`src/rtl/vga_timing_pkg.sv`:
```
// Shared VGA timing defaults and the per-axis segment state used by both
// the horizontal and vertical counters.
package vga_timing_pkg;

   localparam int COUNT_W      = 10;

   localparam int DEF_H_ACTIVE = 640;
   localparam int DEF_H_FP     = 16;
   localparam int DEF_H_SYNC   = 96;
   localparam int DEF_H_BP     = 48;

   localparam int DEF_V_ACTIVE = 480;
   localparam int DEF_V_FP     = 10;
   localparam int DEF_V_SYNC   = 2;
   localparam int DEF_V_BP     = 33;

   typedef enum logic [1:0] {
      ST_ACTIVE,
      ST_FP,
      ST_SYNC,
      ST_BP
   } axis_state_t;

endpackage

```
`src/rtl/vga_axis_counter.sv`:
```
// One timing axis: position counter plus ACTIVE/FP/SYNC/BP segment FSM.
// Sync is registered here; next-cycle active and the wrap flag feed the top.
module vga_axis_counter
   import vga_timing_pkg::*;
#(
   parameter int SEG_ACTIVE = DEF_H_ACTIVE,
   parameter int SEG_FP     = DEF_H_FP,
   parameter int SEG_SYNC   = DEF_H_SYNC,
   parameter int SEG_BP     = DEF_H_BP
) (
   input  logic               i_clk,
   input  logic               i_rst,
   input  logic               i_advance,
   output logic [COUNT_W-1:0] o_count,
   output logic               o_sync_n,
   output logic               o_active_next,
   output logic               o_wrap
);

   localparam int TOTAL = SEG_ACTIVE + SEG_FP + SEG_SYNC + SEG_BP;
   localparam logic [COUNT_W-1:0] LAST       = COUNT_W'(TOTAL - 1);
   localparam logic [COUNT_W-1:0] FP_START   = COUNT_W'(SEG_ACTIVE);
   localparam logic [COUNT_W-1:0] SYNC_START = COUNT_W'(SEG_ACTIVE + SEG_FP);
   localparam logic [COUNT_W-1:0] BP_START   = COUNT_W'(SEG_ACTIVE + SEG_FP + SEG_SYNC);

   logic [COUNT_W-1:0] count_q, count_d;
   axis_state_t        state_q, state_d;
   logic               sync_n_q, sync_n_d;
   logic               wrap;

   always_comb begin
      count_d  = count_q;
      state_d  = state_q;
      wrap     = i_advance && (count_q == LAST);
      if (i_advance) begin
         count_d = wrap ? '0 : count_q + 1'b1;
         // The segment changes on the edge where the count lands on its first position.
         unique case (state_q)
            ST_ACTIVE: if (count_d == FP_START)   state_d = ST_FP;
            ST_FP:     if (count_d == SYNC_START) state_d = ST_SYNC;
            ST_SYNC:   if (count_d == BP_START)   state_d = ST_BP;
            ST_BP:     if (count_d == '0)         state_d = ST_ACTIVE;
            default:                              state_d = ST_BP;
         endcase
      end
      sync_n_d = (state_d != ST_SYNC);
   end

   always_ff @(posedge i_clk or posedge i_rst) begin
      if (i_rst) begin
         count_q  <= LAST;
         state_q  <= ST_BP;
         sync_n_q <= 1'b1;
      end else begin
         count_q  <= count_d;
         state_q  <= state_d;
         sync_n_q <= sync_n_d;
      end
   end

   assign o_count       = count_q;
   assign o_sync_n      = sync_n_q;
   assign o_active_next = (state_d == ST_ACTIVE);
   assign o_wrap        = wrap;

endmodule

```
`src/rtl/vga_sync_gen.sv`:
```
// VGA timing generator: horizontal and vertical axis counters chained on the
// line wrap, with all outputs registered on the same edge.
module vga_sync_gen
   import vga_timing_pkg::*;
#(
   parameter int H_ACTIVE = DEF_H_ACTIVE,
   parameter int H_FP     = DEF_H_FP,
   parameter int H_SYNC   = DEF_H_SYNC,
   parameter int H_BP     = DEF_H_BP,
   parameter int V_ACTIVE = DEF_V_ACTIVE,
   parameter int V_FP     = DEF_V_FP,
   parameter int V_SYNC   = DEF_V_SYNC,
   parameter int V_BP     = DEF_V_BP
) (
   input  logic               i_clk,
   input  logic               i_rst,
   output logic [COUNT_W-1:0] o_hcount,
   output logic [COUNT_W-1:0] o_vcount,
   output logic               o_hsync,
   output logic               o_vsync,
   output logic               o_active,
   output logic               o_line_start,
   output logic               o_frame_start,
   output logic [7:0]         o_frame_cnt
);

   logic h_active_d, v_active_d, h_wrap, v_wrap;
   logic active_q, active_d;
   logic line_start_q, line_start_d;
   logic frame_start_q, frame_start_d;
   logic [7:0] frame_cnt_q, frame_cnt_d;

   vga_axis_counter #(
      .SEG_ACTIVE(H_ACTIVE), .SEG_FP(H_FP), .SEG_SYNC(H_SYNC), .SEG_BP(H_BP)
   ) u_h_axis (
      .i_clk         (i_clk),
      .i_rst         (i_rst),
      .i_advance     (1'b1),
      .o_count       (o_hcount),
      .o_sync_n      (o_hsync),
      .o_active_next (h_active_d),
      .o_wrap        (h_wrap)
   );

   vga_axis_counter #(
      .SEG_ACTIVE(V_ACTIVE), .SEG_FP(V_FP), .SEG_SYNC(V_SYNC), .SEG_BP(V_BP)
   ) u_v_axis (
      .i_clk         (i_clk),
      .i_rst         (i_rst),
      .i_advance     (h_wrap),
      .o_count       (o_vcount),
      .o_sync_n      (o_vsync),
      .o_active_next (v_active_d),
      .o_wrap        (v_wrap)
   );

   // A wrap on this edge means the next position is column 0 (and row 0 if both wrap).
   always_comb begin
      active_d      = h_active_d & v_active_d;
      line_start_d  = h_wrap;
      frame_start_d = h_wrap & v_wrap;
      frame_cnt_d   = frame_cnt_q + (frame_start_d ? 8'd1 : 8'd0);
   end

   always_ff @(posedge i_clk or posedge i_rst) begin
      if (i_rst) begin
         active_q      <= 1'b0;
         line_start_q  <= 1'b0;
         frame_start_q <= 1'b0;
         frame_cnt_q   <= 8'd0;
      end else begin
         active_q      <= active_d;
         line_start_q  <= line_start_d;
         frame_start_q <= frame_start_d;
         frame_cnt_q   <= frame_cnt_d;
      end
   end

   assign o_active      = active_q;
   assign o_line_start  = line_start_q;
   assign o_frame_start = frame_start_q;
   assign o_frame_cnt   = frame_cnt_q;

endmodule

```
`config.mk`:
```
export PLATFORM = sky130hd
export DESIGN_NAME = vga_sync_gen
export DESIGN_NICKNAME = d
export VERILOG_FILES = /design/src/rtl/vga_timing_pkg.sv /design/src/rtl/vga_axis_counter.sv /design/src/rtl/vga_sync_gen.sv
export SDC_FILE = /design/constraint.sdc
export NUM_CORES = 1
export LEC_CHECK = 0
export ABC_AREA = 1
export BUFFER_PORTS_ARGS = -buffer_cell sky130_fd_sc_hd__buf_4
export CAP_MARGIN = 0
export CORE_MARGIN = 2
export CORE_UTILIZATION = 41
export DETAILED_ROUTE_END_ITERATION = 16
export PLACE_DENSITY = 0.65
export SYNTH_ARGS = -nofsm -noshare
export SYNTH_HDL_FRONTEND = slang
export SYNTH_SLANG_ARGS = --single-unit
export TNS_END_PERCENT = 50
```
`constraint.sdc`:
```
create_clock -name i_clk -period 2.7 [get_ports i_clk]
set_input_delay 0.27 -clock i_clk [delete_from_list [all_inputs] [get_ports i_clk]]
set_output_delay 0.27 -clock i_clk [all_outputs]
set_load 0.02 [all_outputs]
```
# Yosys cells after proc, flatten, opt, wreduce, memory -nomap -nowiden
# Index checks and enable logic that the tools add are counted.
# Widths: inputs -> output; s select.
# op_classes
n_bitwise	2
n_mux	14
n_addsub	3
n_reduce_logical	7
eq_ne	16
# op_table
op	n
$eq 10x10->1 const B	5
$eq 10x9->1 const B	3
$add 10x1->10 const B	2
$logic_not 10->1	2
$mux 10	2
$mux 2	9
$pmux 2 s4	2
$add 8x1->8	1
$eq 2x2->1 const B	4
$logic_not 2->1	4
$eq 2x1->1 const B	2
$ne 2x2->1 const B	2
$and 1x1->1	2
$logic_and 1x1->1	1
$mux 1	1
# totals
output_inout_bits	33
regBits	37

# Longest topological paths before layout
# Gate-level depths: netlist of the first run.
# logic_depth
depth_word	9
mapped_depth	16

# Modules after synthesis
# A second synthesis of the first run with hierarchy kept.
# unflattened
hier_cells	342
hier_area_um2	2444.8
# by_module_without_submodules
mod	area_each_um2	instances	cells_each
vga_axis_counter at u_h_axis	1004.7	1	140
vga_axis_counter at u_v_axis	994.7	1	156
vga_sync_gen	445.4	1	46

# Worst setup path after synthesis of the first run
# Ideal clock, no wire load.
# synth_path
path_kind	register to register
from	register u_h_axis.count_q[0] (netlist: u_h_axis.o_count[0])
to	register frame_cnt_q[6] (netlist: o_frame_cnt[6])
setup_slack_ps	417
t_required_ps	2620
stages_incl_launch_ff	14
arrival_ps	2204
path_cell_list	dfstp_2 > ha_1 > nand2_2 > nor2_4 > inv_2 > nor2_4 > buf_6 > nand2_4 > inv_1 > ha_1 > ha_1 > nand3_1 > nor2_1 > xor2_1
# synth_via
elab_chain_cells	5
# synth_lines
element	line_no	text
start: declaration	vga_axis_counter.sv:26	logic [COUNT_W-1:0] count_q, count_d;
start signal: assignment	vga_axis_counter.sv:55	count_q <= count_d;
$eq 10x10->1 *	vga_axis_counter.sv:34	wrap = i_advance && (count_q == LAST);
named net h_wrap	vga_sync_gen.sv:27	logic h_active_d, v_active_d, h_wrap, v_wrap;
$logic_and 1x1->1	vga_axis_counter.sv:34	
$and 1x1->1 *	vga_sync_gen.sv:61	frame_start_d = h_wrap & v_wrap;
named net frame_start_d	vga_sync_gen.sv:30	logic frame_start_q, frame_start_d;
$mux 1 *	vga_sync_gen.sv:62	frame_cnt_d = frame_cnt_q + (frame_start_d ? 8'd1 : 8'd0);
$add 8x1->8 *	vga_sync_gen.sv:62	
named net frame_cnt_d[6]	vga_sync_gen.sv:31	logic [7:0] frame_cnt_q, frame_cnt_d;
end signal: assignment	vga_sync_gen.sv:75	frame_cnt_q <= frame_cnt_d;
end: declaration	vga_sync_gen.sv:31	
# Mark *: on every way through the listed nets, which the timed path passes. The rest lies on a longest branch.
# A chain may end at the register's enable or synchronous reset.

# Final worst setup path of the first run
# layout_path
from	register u_h_axis.count_q[0] (netlist: u_h_axis.o_count[0])
to	register frame_cnt_q[7] (netlist: o_frame_cnt[7])
# layout_via
elab_chain_cells	5
# layout_lines
element	line_no
$eq 10x10->1 *	vga_axis_counter.sv:34
$logic_and 1x1->1	vga_axis_counter.sv:34
$and 1x1->1 *	vga_sync_gen.sv:61
named net frame_start_d	vga_sync_gen.sv:30
$mux 1 *	vga_sync_gen.sv:62
$add 8x1->8 *	vga_sync_gen.sv:62
named net frame_cnt_d[7]	vga_sync_gen.sv:31
# Marked as above.

==> results.yml, run 1 <==
run_status:
  status: "complete, no violations"
clock_tree:
  cts_hold_repair.buffers: 0
  clk_pin_slew_ns: 0.08
  cts_tree: "yes"
  cts_sinks: 37
  root_buffer: "clkbuf_8"
  post_cts_buffers: 0
  cts_resized: 0
  cts_max_level: 2
  clock_path_buffers: 2
  cts_made_buffers: 5
  insertion_delay_ns: 0.29
yosys:
  synth_ff_type: "dfrtp_1"
  yosysUniqueCellTypes: 23
  ys_seq_area_share_pct: 43.1
  yosysTopAreaCellShare_pct: 24.0
  synth_edf_count: 0
  post-synth-top-count-cell: "nand2_1"
  avgSynthCellArea_um2: 7.17
  syn_area_um2: 2190
  yosys.area_share.simple_pct: 37.1
  syn_inst: 306
  yosys-top-cells-area: "dfrtp_1 (24%), dfstp_2 (19%), nand2_1 (15%)"
  syn_nets: 313
  yosys_warnings: 0
  synth_top_area_cell: "dfrtp_1"
  synth_compound_area_share_pct: 4.73
  synth_seq_cells: 37
  synth-xor-area-share_pct: 3.19
  synth_top_family_by_area: "simple AND/OR/NAND/NOR gates"
  synthTopCellsByCount: "nand2_1 (87), nor2_1 (48), inv_1 (45), nand3_1 (31), dfrtp_1 (21)"
  synth_fa_ha_area_share_pct: 2.85
  synthMuxAreaShare_pct: 0
  ys_async_sr_fraction_pct: 100
timing:
  finalClockSkew_ns: 0.00826
  min_period_over_period_pct: 91.7
  drv_slew: 0
  rsz0062_at_grt: "false"
  finalSetupViolCount: 0
  setup_tns_ns: 0
  min_period_ns: 2.48
  worst_pin_slew_ns: 0.455
  hold_violations: 0
  relSlewSlack_pct: 69.7
  max_clock_freq_mhz: 404
placed_design:
  place_congestion: 0.838
  dpl.hpwl_um: 3710
  port_buffers: 34
pwr:
  ir_drop_v: 0.000219
  p_leak_nw: 1.37
  power.density_nw_per_um2: 369
critical_path:
  path_max_fanout: 11
  ff2ff_path_depth: 12
  cp.arrival_ns: 2.65
  crit_start: "u_h_axis.o_count[0]"
  cp.required_ns: 2.87
  setup.worst_path.class: "reg -> reg"
  r2r_slack_ns: 0.22
  reg2reg_to: "o_frame_cnt[7]"
  end_kind: "flop"
  cp-endpoint: "o_frame_cnt[7]"
  startpoint_type: "flop"
  rr_startpoint: "u_h_axis.o_count[0]"
die:
  fp.dieW_um: 77.1
  rows: 26
  die_h_um: 77.1
  io_pins: 35
  fp.dieArea_um2: 5950
  coreArea_um2: 5140
  initial_core_util_pct: 42.7
finish:
  diodes: 0
  drive_above_1_share_pct: 20.5
  post-route-util_pct: 50.9
  final_nets: 352
  nFillCells: 545
  synthToLayoutAreaGrowth_pct: 19.4
grt:
  grt_pass1_wl_um: 8740
  track_usage_pct: 18.2
  grt_overflow_total: 0
  grt_pass1_vias: 1935
  grt_max_degree: 38
  antenna_found_initial: 0
worst_hold_path:
  hp-class: "in -> async"
drt:
  vias: 2008
  drc: 0
  finalWirelength_um: 4950
  ant_nets: 0
  dr.pass1.iters: 4
  drt-initial-drc-count: 78
  vias_per_cell: 4.83
  routedWlPerCell_um: 11.9
job:
  max-cap-violations: 0
per-stage QoR:
step	instances	cell area, um2	setup WS (ns)	power, mW	hold slack, ns
6_report	416	2620	0.224	0.968	0.0826
5_1_grt	416	2620	0.0185	1.02	0.127
4_1_cts	416	2620	0.185	0.986	0.102
3_5_place_dp	408	2530	0.212	0.579	0.420
3_3_place_gp	408	2530	0.261	0.579	0.416
2_1_floorplan	306	2190	0.417	0.573	0.438
cells by family (layout without fill, tap and decap cells):
logic type	Yosys count	in the layout
XOR/XNOR	8	8
adder cells (fa/ha/maj)	5	5
AO/OA/AOI/OAI	19	19
flip-flops	37	37
buffers and inverters	50	90
AND/OR/NAND/NOR	187	187
registers in the layout, summed over array words and instances, names as in the netlist, 2 cells and up:
register	cells
o_frame_cnt	8
u_h_axis.o_count	10
u_h_axis.state_q	2
u_v_axis.o_count	10
u_v_axis.state_q	2
metal layers:
layer  up-vias  track usage (%)  wire length (um)
li1       1027                -                 -
met1       925             23.5              2320
met2        47             30.6              2360
met3         9             3.41               186
met4         0             6.43                87
met5         -                0                 0
report_power, final:
group | internal (mW) | leakage (nW) | total [mW] | switching [mW]
sequential | 0.555 | 0.449 | 0.555 | 0
clock | 0.208 | 0.0455 | 0.400 | 0.192
combinational | 0.00197 | 0.871 | 0.0123 | 0.0104
total | 0.766 | 1.37 | 0.968 | 0.202
worst max-delay path, stage by stage, from the launching register on:
cell	delay (ns)
dfstp_2	0.59
ha_1	0.21
nand2_2	0.11
nor2_4	0.19
inv_2	0.08
nor2_4	0.26
nand2_4	0.11
inv_1	0.09
ha_1	0.17
nand3_1	0.11
nor2_1	0.18
nand4_1	0.12
xnor2_1	0.15
worst min-delay path by stage:
stage / to / cells past startpoint
floorplan: o_active / 1
global placement: o_frame_cnt[7] / 3
detailed placement: o_frame_cnt[7] / 3
CTS: o_frame_cnt[7] / 3
global route: o_frame_cnt[5] / 3
finish: u_v_axis.o_count[1] / 3
layout by cell type (no fill, tap or decap), types with 2 or more instances in the layout:
master / count
nand2_1: 87
nor2_1: 47
inv_1: 45
buf_4: 36
nand3_1: 31
dfrtp_1: 21
dfstp_2: 16
o21ai_0: 12
nand4_1: 11
clkbuf_8: 6
xor2_1: 5
ha_1: 5
a21oi_1: 4
nand2_2: 3
nor2_2: 3
xnor2_1: 3
nor2_4: 2
nand2_4: 2
o21bai_1: 2
clkbuf_1: 2
layout make-up:
type                            instances  area [um2]  share of cell area, %
Multi-Input combinational cell        219        1050                   40.2
Clock buffer                            8        90.1                   3.44
Inverter                               46         173                   6.59
Tap cell                               70        87.6                   3.34
Sequential cell                        37         946                   36.1
Timing Repair Buffer                   36         270                   10.3
(Power assumes the default switching activity.)
==> run 2: changes to the inputs <==
CTS_BUF_LIST = sky130_fd_sc_hd__clkbuf_8   (was not set)
==> run 2 against run 1 <==
Against the previous run: critical path depth unchanged; global-route usage unchanged; count of clock-buffer cells in the layout down 2; die area unchanged; non-clock buffer count unchanged; critical endpoint unchanged; largest cell class unchanged.
==> results.yml, run 2 (synthesized netlist as in run 1, its figures left out) <==
run_status:
  status: "complete, no violations"
pwr:
  ir_drop_v: 0.000219
  p_leak_nw: 1.37
  power.density_nw_per_um2: 367
placed_design:
  dpl.cell_count: 408
  dpl.hpwl_um: 3710
  place_congestion: 0.838
  port_buffers: 34
drt:
  routedWlPerCell_um: 11.9
  drt-initial-drc-count: 85
  finalWirelength_um: 4950
  dr.pass1.iters: 4
  vias: 2007
  ant_nets: 0
  vias_per_cell: 4.82
  drc: 0
die:
  fp.dieArea_um2: 5950
  die_h_um: 77.1
  initial_core_util_pct: 42.7
  fp.dieW_um: 77.1
  rows: 26
  io_pins: 35
  coreArea_um2: 5140
grt:
  antenna_found_initial: 0
  grt_overflow_total: 0
  grt_pass1_vias: 1935
  gr-max-usage-layer: "met2"
  track_usage_pct: 18.2
  groute.layer.met1.usage_pct: 23.5
  use_met3_pct: 3.41
  grt_pass1_wl_um: 8740
  grtUsageMet2_pct: 30.6
  grt_max_degree: 38
finish:
  drive_above_1_share_pct: 20.5
  final_cell_mix: "nand2_1 (87), nor2_1 (47), inv_1 (47)"
  nFillCells: 545
  layout_commonest_cell: "nand2_1"
  synthToLayoutAreaGrowth_pct: 19.4
  fin_cells: 416
  diodes: 0
  final_nets: 352
critical_path:
  cp.arrival_ns: 2.65
  setup.worst_path.class: "reg -> reg"
  ff2ff_path_depth: 12
  startpoint_type: "flop"
  cp.required_ns: 2.87
  end_kind: "flop"
  path_max_fanout: 11
timing:
  setup_tns_ns: 0
  min_period_over_period_pct: 91.7
  rsz0062_at_grt: "false"
  finalSetupViolCount: 0
  drv_slew: 0
  relSlewSlack_pct: 69.7
  hold_violations: 0
  finalClockSkew_ns: 0.00823
  max_clock_freq_mhz: 404
  worst_pin_slew_ns: 0.455
  min_period_ns: 2.48
clock_tree:
  post_cts_buffers: 0
  cts_max_level: 2
  cts_sinks: 37
  clk_pin_slew_ns: 0.07
  cts_made_buffers: 5
  insertion_delay_ns: 0.29
  cts_tree: "yes"
  clock_path_buffers: 2
  root_buffer: "clkbuf_8"
worst_hold_path:
  hp-class: "in -> async"
job:
  max-cap-violations: 0
run 2: cell types whose count changed in the layout (fill, tap and decap cells not counted):
cell      before  now
clkbuf_1       2    0
inv_1         45   47
run 2: area by class of cell:
type / instances / area [um2] / share of cell area (%)
clock buffers: 6 / 82.6 / 3.15
clock inverters: 2 / 7.51 / 0.287
multi-input cells: 219 / 1050 / 40.2
flip-flops and latches: 37 / 946 / 36.1
repair buffers: 36 / 270 / 10.3
well taps: 70 / 87.6 / 3.34
inverters: 46 / 173 / 6.59
run 2: worst paths after layout:
kind | endpoint | start | slack [ns]
min in group i_clk | o_frame_cnt[7] | o_frame_cnt[7] | 0.48
hold / removal | u_v_axis.o_count[1] | i_rst | 0.08
setup reg to reg | o_frame_cnt[7] | u_h_axis.o_count[0] | 0.22
max in group asynchronous | u_v_axis.o_sync_n | i_rst | 2.26
hold reg to reg | o_frame_cnt[7] | o_frame_cnt[7] | 0.48
setup / recovery | o_frame_cnt[7] | u_h_axis.o_count[0] | 0.22
run 2: where the power goes:
part | total (mW) | internal, mW | leakage, nW | switching (mW)
combinational | 0.0123 | 0.00197 | 0.871 | 0.0104
sequential | 0.555 | 0.555 | 0.449 | 0
clock | 0.393 | 0.201 | 0.0538 | 0.192
total | 0.961 | 0.758 | 1.37 | 0.203
run 2: layer usage:
layer	vias up	routed length [um]
li1	1026	-
met1	925	2320
met2	47	2360
met3	9	186
met4	0	87
met5	-	0
run 2: critical path, cell delays in order, from the launching register on:
cell and delay (ns):
dfstp_2 0.59, ha_1 0.21, nand2_2 0.11, nor2_4 0.19, inv_2 0.08, nor2_4 0.26, nand2_4 0.11, inv_1 0.09
ha_1 0.17, nand3_1 0.11, nor2_1 0.18, nand4_1 0.12, xnor2_1 0.15
run 2: per-stage QoR:
step	util (%)	instance area (um2)	setup WS [ns]	hold slack, ns	total power [mW]
after floorplan	-	2190	0.417	0.438	0.573
after global placement	49.1	2530	0.261	0.416	0.579
after detailed placement	49.1	2530	0.212	0.420	0.579
after CTS	50.9	2620	0.185	0.102	0.979
after global routing	50.9	2620	0.0184	0.127	1.01
final	50.9	2620	0.224	0.0827	0.961
run 2: timing repair:
| item | CTS | global route |
|---|---|---|
| endpoints found under the hold margin | 0 | 0 |
| gates resized for setup | 0 | 1 |
| hold buffers | 0 | 0 |
| endpoints found under the setup margin | 0 | 1 |
==> run 3: changes to the inputs <==
--- a/config.mk
+++ b/config.mk
@@ -14,4 +14,5 @@
 export DETAILED_ROUTE_END_ITERATION = 16
 export PLACE_DENSITY = 0.65
+export REMOVE_ABC_BUFFERS = 1
 export SYNTH_ARGS = -nofsm -noshare
 export SYNTH_HDL_FRONTEND = slang
==> constraint.sdc (replaced) <==
create_clock -name i_clk -period 2.7 [get_ports i_clk]
set_input_delay 0.81 -clock i_clk [delete_from_list [all_inputs] [get_ports i_clk]]
set_output_delay 0.81 -clock i_clk [all_outputs]
set_load 0.02 [all_outputs]
==> run 3 against run 2 <==
Against the previous run: global-route usage down 0.90 points; sequential cell count unchanged; count of clock-buffer cells in the layout fell by 1; sequential power about the same; first-iteration DRC count is 3.5% higher.
==> results.yml, run 3 (synthesized netlist as in run 1, its figures left out) <==
finish:
  diodes: 0
  nFillCells: 540
  layout_commonest_cell: "nand2_1"
  drive_above_1_share_pct: 21.3
  synthToLayoutAreaGrowth_pct: 19.6
  final_cell_mix: "nand2_1 (87), nor2_1 (48), inv_1 (45)"
  regArea_um2: 946
  final_nets: 353
  multi_input_area_um2: 1050
grt:
  use_met3_pct: 4.12
  antenna_found_initial: 0
  track_usage_pct: 17.3
  grt_pass1_wl_um: 8400
  gr-max-usage-layer: "met2"
  grt_max_degree: 38
  grt_pass1_vias: 1845
  grtUsageMet2_pct: 26.4
  grt_overflow_total: 0
  groute.layer.met1.usage_pct: 24.2
drt:
  vias: 2001
  routedWlPerCell_um: 11.1
  dr.pass1.iters: 4
  ant_nets: 0
  finalWirelength_um: 4610
  drt-initial-drc-count: 88
  vias_per_cell: 4.80
  drc: 0
die:
  initial_core_util_pct: 42.7
  fp.dieArea_um2: 5950
  rows: 26
  io_pins: 35
  coreArea_um2: 5140
  fp.dieW_um: 77.1
  die_h_um: 77.1
placed_design:
  place_congestion: 0.831
  dpl.hpwl_um: 3560
  port_buffers: 34
  place_ws_ns: 0.230
timing:
  setup_tns_ns: 0
  finalClockSkew_ns: 0.00706
  relSlewSlack_pct: 69.6
  worst_pin_slew_ns: 0.456
  min_period_ns: 2.40
  max_clock_freq_mhz: 416
  min_period_over_period_pct: 89.0
  drv_slew: 0
  hold_violations: 0
  setup_ws_ns: 0.296
  rsz0062_at_grt: "false"
  finalSetupViolCount: 0
clock_tree:
  cts_made_buffers: 5
  clk_pin_slew_ns: 0.08
  cts_hold_repair.buffers: 0
  cts_max_level: 2
  cts_tree: "yes"
  post_cts_buffers: 0
  clock_path_buffers: 2
  insertion_delay_ns: 0.29
  cts_sinks: 37
  root_buffer: "clkbuf_8"
critical_path:
  slowest_delay_ns: 0.60
  end_kind: "flop"
  path_cells: "ha_1 -> nand2_2 -> nor2_4 -> inv_2 -> nor2_4 -> buf_4 -> nand2_4 -> nand3_1 -> nand4_1 -> nor2_1 -> a21oi_1 -> a21oi_2 -> nor2_2"
  cp_common_cell: "nor2_4"
  startpoint_type: "flop"
  cp.required_ns: 2.88
  setup.worst_path.class: "reg -> reg"
  critPathTopFamily: "simple AND/OR/NAND/NOR gates"
  path_buf_inv: 2
  path_max_fanout: 7
  cp.arrival_ns: 2.58
  crit_path_top_delay_cell: "dfstp_2"
pwr:
  internal_power_uw: 735
  p_switching_uw: 215
  ir_drop_v: 0.000200
  power.share.clock_pct: 40.3
  p_leak_nw: 1.37
  seqPwrFrac_pct: 58.4
  power.density_nw_per_um2: 362
  pwr-share-comb_pct: 1.3
  switching_share_pct: 22.6
job:
  max-cap-violations: 0
worst_hold_path:
  hp-class: "reg -> reg"
run_status:
  status: "complete, no violations"
## run 3: per-layer routing
metal,vias up,part of all wire (%)
li1,1039,-
met1,918,50
met2,38,44
met3,6,4.9
met4,0,1.1
met5,-,0
## run 3: worst paths after layout
check | slack [ns] | start | to | cells after the start
max in group asynchronous | 1.72 | i_rst | u_v_axis.state_q[1] | 3
min | 0.48 | o_frame_cnt[7] | o_frame_cnt[7] | 1
max reg2reg | 0.30 | u_h_axis.o_count[0] | o_active | 13
min reg2reg | 0.48 | o_frame_cnt[7] | o_frame_cnt[7] | 1
min in group asynchronous | 0.62 | i_rst | o_frame_cnt[4] | 3
max | 0.30 | u_h_axis.o_count[0] | o_active | 13
## run 3: worst register-to-register path, stage by stage (launching register included)
cell,delay (ns)
dfstp_2,0.60
ha_1,0.21
nand2_2,0.10
nor2_4,0.18
inv_2,0.08
nor2_4,0.17
buf_4,0.18
nand2_4,0.07
nand3_1,0.15
nand4_1,0.12
nor2_1,0.11
a21oi_1,0.07
a21oi_2,0.19
nor2_2,0.06
## run 3: what timing repair did
action / in CTS / in global routing
gates resized for setup: 0 / 1
hold endpoints to repair: 0 / 0
setup endpoints to repair: 0 / 1
## run 3: area by class of cell
cell class                      instances  share of cell area [%]
Clock buffer                            5                    2.62
Clock inverter                          3                   0.668
Inverter                               46                    6.58
Multi-Input combinational cell        219                    40.2
Sequential cell                        37                    36.1
Tap cell                               70                    3.34
Timing Repair Buffer                   37                    10.6
## run 3: power groups by stage
stage	registers (mW)	logic (mW)	clock network, mW
finish	0.555	0.0124	0.382
global route	0.555	0.0151	0.425
CTS	0.555	0.0136	0.396
detailed placement	0.565	0.0136	0
global placement	0.565	0.0133	0
floorplan	0.565	0.00795	0
## run 3: through the flow
stage | hold slack [ns] | utilization, % | total power [mW] | cell area (um2) | std cells
after floorplan | 0.494 | - | 0.573 | 2170 | 302
after global placement | 0.470 | 49.3 | 0.578 | 2530 | 409
after detailed placement | 0.471 | 49.3 | 0.579 | 2530 | 409
after CTS | 0.482 | 51.0 | 0.965 | 2620 | 417
after global routing | 0.510 | 51.0 | 0.995 | 2620 | 417
final | 0.478 | 51.0 | 0.950 | 2620 | 417
